`src/rtl/systolic_pe_os_if.sv`:
```
// Link bundle for one output-stationary PE: operand inputs/forwards, drain chain and status.
// The array side drives through master; the PE attaches through slave.
interface systolic_pe_os_if #(
    parameter int DATA_W = 8,
    parameter int ACC_W  = 32
);
    logic [DATA_W-1:0] a_in;
    logic              a_valid_in;
    logic [DATA_W-1:0] b_in;
    logic              b_valid_in;
    logic              acc_clr;
    logic              drain_start;
    logic [ACC_W-1:0]  c_in;
    logic              c_valid_in;
    logic [DATA_W-1:0] a_out;
    logic              a_valid_out;
    logic [DATA_W-1:0] b_out;
    logic              b_valid_out;
    logic [ACC_W-1:0]  c_out;
    logic              c_valid_out;
    logic              busy;
    logic              ovf;

    modport master (
        output a_in, a_valid_in, b_in, b_valid_in, acc_clr, drain_start, c_in, c_valid_in,
        input  a_out, a_valid_out, b_out, b_valid_out, c_out, c_valid_out, busy, ovf
    );

    modport slave (
        input  a_in, a_valid_in, b_in, b_valid_in, acc_clr, drain_start, c_in, c_valid_in,
        output a_out, a_valid_out, b_out, b_valid_out, c_out, c_valid_out, busy, ovf
    );
endinterface

```
`src/rtl/systolic_pe_os.sv`:
```
// Output-stationary systolic PE: local MAC accumulator with optional saturation,
// east/south operand forwarding, and a drain FSM that shifts results down the C chain.
module systolic_pe_os #(
    parameter int DATA_W    = 8,
    parameter int ACC_W     = 32,
    parameter int SIGNED    = 1,
    parameter int SATURATE  = 1,
    parameter int CHAIN_POS = 0
) (
    input  logic             clk,
    input  logic             rst,
    systolic_pe_os_if.slave  pe
);
    localparam int PW    = 2 * DATA_W;
    localparam int EW    = ACC_W + 1;
    localparam int CNT_W = (CHAIN_POS > 0) ? $clog2(CHAIN_POS + 1) : 1;

    typedef enum logic {ACCUM, DRAIN} state_t;

    state_t             state_q, state_d;
    logic [ACC_W-1:0]   acc_q, acc_d;
    logic               ovf_q, ovf_d;
    logic [CNT_W-1:0]   cnt_q, cnt_d;
    logic [ACC_W-1:0]   c_q, c_d;
    logic               cv_q, cv_d;
    logic [DATA_W-1:0]  a_q, b_q;
    logic               av_q, bv_q;

    logic [PW-1:0]      opa, opb, prod;
    logic [EW-1:0]      prod_ext, base_ext, sum;
    logic [ACC_W-1:0]   base, sat_val, mac_res, nxt_acc;
    logic               mac, ovf_det, nxt_ovf;

    // Operands are widened to PW first so the low PW bits of an unsigned
    // multiply are the correct two's-complement product in signed mode.
    always_comb begin
        if (SIGNED != 0) begin
            opa = {{DATA_W{pe.a_in[DATA_W-1]}}, pe.a_in};
            opb = {{DATA_W{pe.b_in[DATA_W-1]}}, pe.b_in};
        end else begin
            opa = {{DATA_W{1'b0}}, pe.a_in};
            opb = {{DATA_W{1'b0}}, pe.b_in};
        end
        prod     = opa * opb;
        prod_ext = {{(EW-PW){(SIGNED != 0) && prod[PW-1]}}, prod};
        base     = pe.acc_clr ? '0 : acc_q;
        base_ext = {(SIGNED != 0) && base[ACC_W-1], base};
        sum      = base_ext + prod_ext;
        if (SIGNED != 0) begin
            ovf_det = sum[ACC_W] ^ sum[ACC_W-1];
            sat_val = sum[ACC_W] ? {1'b1, {(ACC_W-1){1'b0}}} : {1'b0, {(ACC_W-1){1'b1}}};
        end else begin
            ovf_det = sum[ACC_W];
            sat_val = '1;
        end
        mac_res = (ovf_det && (SATURATE != 0)) ? sat_val : sum[ACC_W-1:0];
        mac     = pe.a_valid_in && pe.b_valid_in;
        nxt_acc = mac ? mac_res : base;
        nxt_ovf = (pe.acc_clr ? 1'b0 : ovf_q) | (mac & ovf_det);
    end

    always_comb begin
        state_d = state_q;
        acc_d   = acc_q;
        ovf_d   = ovf_q;
        cnt_d   = cnt_q;
        c_d     = c_q;
        cv_d    = 1'b0;
        unique case (state_q)
            ACCUM: begin
                if (pe.drain_start) begin
                    c_d     = nxt_acc;
                    cv_d    = 1'b1;
                    acc_d   = '0;
                    ovf_d   = 1'b0;
                    cnt_d   = '0;
                    state_d = DRAIN;
                end else begin
                    acc_d = nxt_acc;
                    ovf_d = nxt_ovf;
                end
            end
            DRAIN: begin
                if (cnt_q == CNT_W'(CHAIN_POS)) begin
                    state_d = ACCUM;
                end else begin
                    c_d   = pe.c_in;
                    cv_d  = pe.c_valid_in;
                    cnt_d = cnt_q + CNT_W'(1);
                end
            end
            default: state_d = ACCUM;
        endcase
    end

    always_ff @(posedge clk or posedge rst) begin
        if (rst) begin
            state_q <= ACCUM;
            acc_q   <= '0;
            ovf_q   <= 1'b0;
            cnt_q   <= '0;
            c_q     <= '0;
            cv_q    <= 1'b0;
        end else begin
            state_q <= state_d;
            acc_q   <= acc_d;
            ovf_q   <= ovf_d;
            cnt_q   <= cnt_d;
            c_q     <= c_d;
            cv_q    <= cv_d;
        end
    end

    always_ff @(posedge clk or posedge rst) begin
        if (rst) begin
            a_q  <= '0;
            av_q <= 1'b0;
            b_q  <= '0;
            bv_q <= 1'b0;
        end else begin
            a_q  <= pe.a_in;
            av_q <= pe.a_valid_in;
            b_q  <= pe.b_in;
            bv_q <= pe.b_valid_in;
        end
    end

    assign pe.a_out       = a_q;
    assign pe.a_valid_out = av_q;
    assign pe.b_out       = b_q;
    assign pe.b_valid_out = bv_q;
    assign pe.c_out       = c_q;
    assign pe.c_valid_out = cv_q;
    assign pe.busy        = (state_q == DRAIN);
    assign pe.ovf         = ovf_q;
endmodule

```
`src/flat_wrapper.sv`:
```
// flat-port wrapper written by rule: the top's interface ports become plain ports
module systolic_pe_os_flat 
#(
    parameter int DATA_W    = 8,
    parameter int ACC_W     = 32,
    parameter int SIGNED    = 1,
    parameter int SATURATE  = 1,
    parameter int CHAIN_POS = 0
)
  (clk, rst, pe_a_in, pe_a_valid_in, pe_b_in, pe_b_valid_in, pe_acc_clr, pe_drain_start, pe_c_in, pe_c_valid_in, pe_a_out, pe_a_valid_out, pe_b_out, pe_b_valid_out, pe_c_out, pe_c_valid_out, pe_busy, pe_ovf);
  systolic_pe_os_if #(.DATA_W(DATA_W), .ACC_W(ACC_W)) pe_i ();
  input  logic clk;
  input  logic rst;
  input wire logic [$bits(pe_i.a_in)-1:0] pe_a_in;
  input wire logic [$bits(pe_i.a_valid_in)-1:0] pe_a_valid_in;
  input wire logic [$bits(pe_i.b_in)-1:0] pe_b_in;
  input wire logic [$bits(pe_i.b_valid_in)-1:0] pe_b_valid_in;
  input wire logic [$bits(pe_i.acc_clr)-1:0] pe_acc_clr;
  input wire logic [$bits(pe_i.drain_start)-1:0] pe_drain_start;
  input wire logic [$bits(pe_i.c_in)-1:0] pe_c_in;
  input wire logic [$bits(pe_i.c_valid_in)-1:0] pe_c_valid_in;
  output wire logic [$bits(pe_i.a_out)-1:0] pe_a_out;
  output wire logic [$bits(pe_i.a_valid_out)-1:0] pe_a_valid_out;
  output wire logic [$bits(pe_i.b_out)-1:0] pe_b_out;
  output wire logic [$bits(pe_i.b_valid_out)-1:0] pe_b_valid_out;
  output wire logic [$bits(pe_i.c_out)-1:0] pe_c_out;
  output wire logic [$bits(pe_i.c_valid_out)-1:0] pe_c_valid_out;
  output wire logic [$bits(pe_i.busy)-1:0] pe_busy;
  output wire logic [$bits(pe_i.ovf)-1:0] pe_ovf;
  assign pe_i.a_in = pe_a_in;
  assign pe_i.a_valid_in = pe_a_valid_in;
  assign pe_i.b_in = pe_b_in;
  assign pe_i.b_valid_in = pe_b_valid_in;
  assign pe_i.acc_clr = pe_acc_clr;
  assign pe_i.drain_start = pe_drain_start;
  assign pe_i.c_in = pe_c_in;
  assign pe_i.c_valid_in = pe_c_valid_in;
  assign pe_a_out = pe_i.a_out;
  assign pe_a_valid_out = pe_i.a_valid_out;
  assign pe_b_out = pe_i.b_out;
  assign pe_b_valid_out = pe_i.b_valid_out;
  assign pe_c_out = pe_i.c_out;
  assign pe_c_valid_out = pe_i.c_valid_out;
  assign pe_busy = pe_i.busy;
  assign pe_ovf = pe_i.ovf;
  systolic_pe_os #(.DATA_W(DATA_W), .ACC_W(ACC_W), .SIGNED(SIGNED), .SATURATE(SATURATE), .CHAIN_POS(CHAIN_POS)) u_core (.clk(clk), .rst(rst), .pe(pe_i));
endmodule
```
`config.mk`:
```
export PLATFORM = sky130hd
export DESIGN_NAME = systolic_pe_os_flat
export DESIGN_NICKNAME = d
export VERILOG_FILES = /design/src/rtl/systolic_pe_os_if.sv /design/src/rtl/systolic_pe_os.sv /design/src/flat_wrapper.sv
export SDC_FILE = /design/constraint.sdc
export NUM_CORES = 1
export LEC_CHECK = 0
export BUFFER_PORTS_ARGS = -buffer_cell sky130_fd_sc_hd__buf_2
export CAP_MARGIN = 0
export CORE_MARGIN = 2
export CORE_UTILIZATION = 57
export DETAILED_ROUTE_END_ITERATION = 12
export PLACE_DENSITY_LB_ADDON = 0.15
export SETUP_SLACK_MARGIN = 0.5
export SYNTH_ARGS = -nofsm -noshare
export SYNTH_HDL_FRONTEND = slang
export SYNTH_SLANG_ARGS = --single-unit
```
`constraint.sdc`:
```
create_clock -name clk -period 6.45 [get_ports clk]
set_clock_uncertainty 0.05 [all_clocks]
set_input_delay 0.9675 -clock clk [delete_from_list [all_inputs] [get_ports clk]]
set_output_delay 0.9675 -clock clk [all_outputs]
set_load 0.01 [all_outputs]
```
==> results list <==
- The run finished with clean final reports.
- Fin crit period: 6.29 ns
* Uppermost metal layer occupied by signal nets: met4
- From bottom edge to top edge, the die measures 130 µm.
- Count of yosys warnings during synthesis: 0
- The total overflow left after global routing is 0.
- CP max stage delay: 0.56 ns
* MaxCap Viol Count: 0
- Sum of negative setup slack: 0 ns
- Leading area contributor after synthesis: sky130_fd_sc_hd__fa_1
- The setup path with the least slack is of type in2reg.
- Starting density of the core: 0.588
* Dominant combinational cell family by area after synthesis: adder cells
- The cell count after synthesis came out at between 900 and 1k.
- Cell type with the highest occurrence count on the critical path: sky130_fd_sc_hd__fa_1
- In this run the worst path has a maximum fanout of 13.
- Entering global routing, the biggest net connects 85 pins.
- The first routing iteration left approximately 460 violations.
* GRT Total Usage: 0.295
- H-tree level count: 3
- Num CTS Buffers: 9
* Number of fill cells: 949
- Clock sink count: 84
- Final clock period utilization by the worst path: 0.976
* Area of the multi-input gates: 7150 µm²
- Among all stages on the critical path, the largest delay is contributed by sky130_fd_sc_hd__fa_1.
- During placement, the flow inserted port buffers numbering 74.
* Register cell area after layout: approximately 2100 µm²
* Final Max Slew Viols: 0
- Simple logic cell fraction of the synthesized area: 0.121
- Using the TritonRoute via totals, the vias-per-cell ratio works out to 5.68.
- Most common library cell in the layout ignoring fill and taps: sky130_fd_sc_hd__buf_4
- CP arrival: approximately 6.5 ns
* Maximum clock insertion buffer count: 2
* Area fraction in compound gates after synthesis: 0.141
- Remaining max-slew budget at the tightest pin: 0.266
- Cell Count Post-Placement: 1306
* Worst slew pin tran: ~1.1 ns
- In the routed design, unresolved DRC markers number 0.
* Number of setup violations in the final report: 0
* CTS tree: built
- Dpl hpwl: 18100 µm
- The final layout contains 1398 nets.
* Antenna fix cells: 0
* Mapped Area: 9010 µm²
- Once placement finished, the instance area stood at roughly 11000 µm².
* Final cell count without fillers: 1347
- HP Class: reg2reg
- At the end of routability-driven placement, the weighted congestion stood at around 0.94.
- After clock tree synthesis, the clock-pin slew on the worst setup and hold paths is 0.07 ns.
- Layout Area Growth over Synthesis: 36.0%
* Number of enable flip-flop cells after synthesis: 0
- STA classifies the critical path startpoint as an input pin.
* Number of I/O pins: between 100 and 150
- Critical path buffer and inverter count: 8
- In the detailed route, the total length drawn on met2 is roughly 14000 µm.
* Metal-1 WL: ~10000 µm
* Full die area: 16800 µm²
- Proportion of netlist area held by the largest area contributor: 0.311
- STA classifies the critical path endpoint as a flop.
- FP Rows: 45
- The library cells used most frequently in the layout, excluding fill and tap cells, are 140 x sky130_fd_sc_hd__buf_4, 133 x sky130_fd_sc_hd__fa_1, 109 x sky130_fd_sc_hd__inv_1.
- The number of hold-slack violations in the final timing report came to 0.
- Of the total synthesized cell area, the portion taken by XOR and XNOR cells is 0.0281.
- The tree is rooted in a sky130_fd_sc_hd__clkbuf_16.
* Post-route standard cell area excluding fillers: 12200 µm²
- Average cell area after synthesis: ~10 µm²
- Among cell families on the critical path, the largest total delay comes from adder cells.
- In this run, synthesis produced a sequential element count of 84.
- The core region is 15300 µm².
- Met3 routed WL: 1280 µm
- Of the total synthesized cell area, the portion taken by full adders, half adders and majority gates is 0.411.
- Sequential fraction of the synthesis area: 0.233
* Via count: 7652
- The clock reaches the later pin of the worst-skew pair after 0.35 ns.
- The initial antenna violation count was 0.
* Top area cells in the synthesized netlist: sky130_fd_sc_hd__fa_1 31%, sky130_fd_sc_hd__dfrtp_1 23%, sky130_fd_sc_hd__ha_1 10%
- In the final routed layout, each cell accounts on average for around 19 µm.
* Portion of netlist area occupied by mux cells: 0.00111
* Distinct cell type count after synthesis: 53
- Share of synthesized flip-flops with an asynchronous set or reset: 1.00
- Layout cell share with drive strength beyond 1: 0.341
- Final ANT Viol Nets: 0
- The critical path goes through buf_4, buf_12, nor2b_1, buf_4, fa_1, inv_1, fa_1, fa_1, inv_1, fa_1, ha_1, ha_1, a21o_1, o21bai_4, a221o_1, a211o_1, xnor2_4, a21oi_2, buf_6, buf_4, buf_6, o21ai_2, o21ai_1.
- Detailed-routing iteration count for the pre-antenna-repair pass: 5
* Routed wire length: 25800 µm
- Data required time of the critical path: 6.64 ns
- Synthesis produced a netlist with a net count of 1173.
* RSZ-0062 raised after global routing: true
- The number of global-route vias before repair came to 7675.
* Wire length of the first global-routing pass: 38400 µm
* Synth Flop Type: sky130_fd_sc_hd__dfrtp_1
- Maximum clock rate: between 0.15 and 0.2 GHz
- The floorplan step set the die width to roughly 130 µm.
## worst reg2reg max path, delay by kind of cell (launching register included)
| family | cells | cell delay [ns] |
|---|---|---|
| AO/OA/AOI/OAI | 7 | 1.52 |
| buffers and inverters | 6 | 0.70 |
| adder cells (fa/ha/maj) | 6 | 2.70 |
| AND/OR/NAND/NOR | 1 | 0.14 |
| flip-flops | 1 | 0.40 |
| XOR/XNOR | 1 | 0.19 |
## Yosys cell counts, types with 8 or more instances
library cell	n
sky130_fd_sc_hd__a21o_1	10
sky130_fd_sc_hd__a21oi_1	66
sky130_fd_sc_hd__a31oi_1	21
sky130_fd_sc_hd__and2_1	37
sky130_fd_sc_hd__clkbuf_1	24
sky130_fd_sc_hd__dfrtp_1	84
sky130_fd_sc_hd__fa_1	140
sky130_fd_sc_hd__ha_1	72
sky130_fd_sc_hd__inv_1	113
sky130_fd_sc_hd__nand2_1	76
sky130_fd_sc_hd__nand3_1	8
sky130_fd_sc_hd__nor2_1	55
sky130_fd_sc_hd__nor2b_1	26
sky130_fd_sc_hd__o21ai_0	53
sky130_fd_sc_hd__xnor2_1	19
sky130_fd_sc_hd__xor2_1	8
## layout make-up
class	instances	area share
Inverter	114	0.0358
Clock buffer	11	0.0206
Clock inverter	5	0.00358
Sequential cell	84	0.172
Tap cell	211	0.0216
Timing Repair Buffer	245	0.163
Multi-Input combinational cell	677	0.584
## logic make-up (layout without fill, tap and decap cells)
| family | Yosys count | in the layout |
|---|---|---|
| and+or+nand+nor | 228 | 229 |
| adders and majority gates | 212 | 212 |
| AOI/OAI and AO/OA | 207 | 207 |
| buffers and inverters | 146 | 375 |
| DFF | 84 | 84 |
| xor gates and xnor gates | 28 | 28 |
| muxes | 1 | 1 |
## layer usage
metal,GRT usage,up-vias
li1,-,3442
met1,0.379,3861
met2,0.524,280
met3,0.0365,69
met4,0.0961,0
met5,0,-
## registers in the layout, summed over array words and instances (netlist names)
signal                 flops
u_core.acc_q              32
u_core.pe.c_out           32
u_core.pe.a_out            8
u_core.pe.b_out            8
u_core.pe.a_valid_out      1
u_core.pe.b_valid_out      1
u_core.pe.c_valid_out      1
u_core.pe.ovf              1
## through the flow
stage | worst slack (ns) | hold slack (ns) | utilization
2_1_floorplan | 0.0330 | 0.401 | -
3_3_place_gp | -0.196 | 0.417 | 0.707
6_report | 0.156 | 0.439 | 0.800
4_1_cts | 0.171 | 0.441 | 0.741
5_1_grt | 0.0145 | 0.482 | 0.800
3_5_place_dp | -0.336 | 0.424 | 0.707
## path summary, 6_finish.rpt
path | start | endpoint | slack, ns | depth (start not counted)
min | u_core.acc_q[31] | u_core.acc_q[31] | 0.44 | 2
max | pe_acc_clr | u_core.acc_q[20] | 0.16 | 23
max reg2reg | u_core.acc_q[29] | u_core.acc_q[20] | 0.64 | 21
max in group asynchronous | rst | u_core.acc_q[21] | 4.73 | 3
min reg2reg | u_core.acc_q[31] | u_core.acc_q[31] | 0.44 | 2
min in group asynchronous | rst | u_core.pe.b_out[1] | 0.91 | 3
## repair_timing
item	CTS	global route
endpoints found under the setup margin	64	65
hold buffers	0	0
setup buffers	9	10
resized for setup	40	121
pin swaps	24	67
cloned	0	6
Power is left out: the tool's default activity adds up to more than one toggle a clock period on the data nets, which glitch-free logic cannot reach.
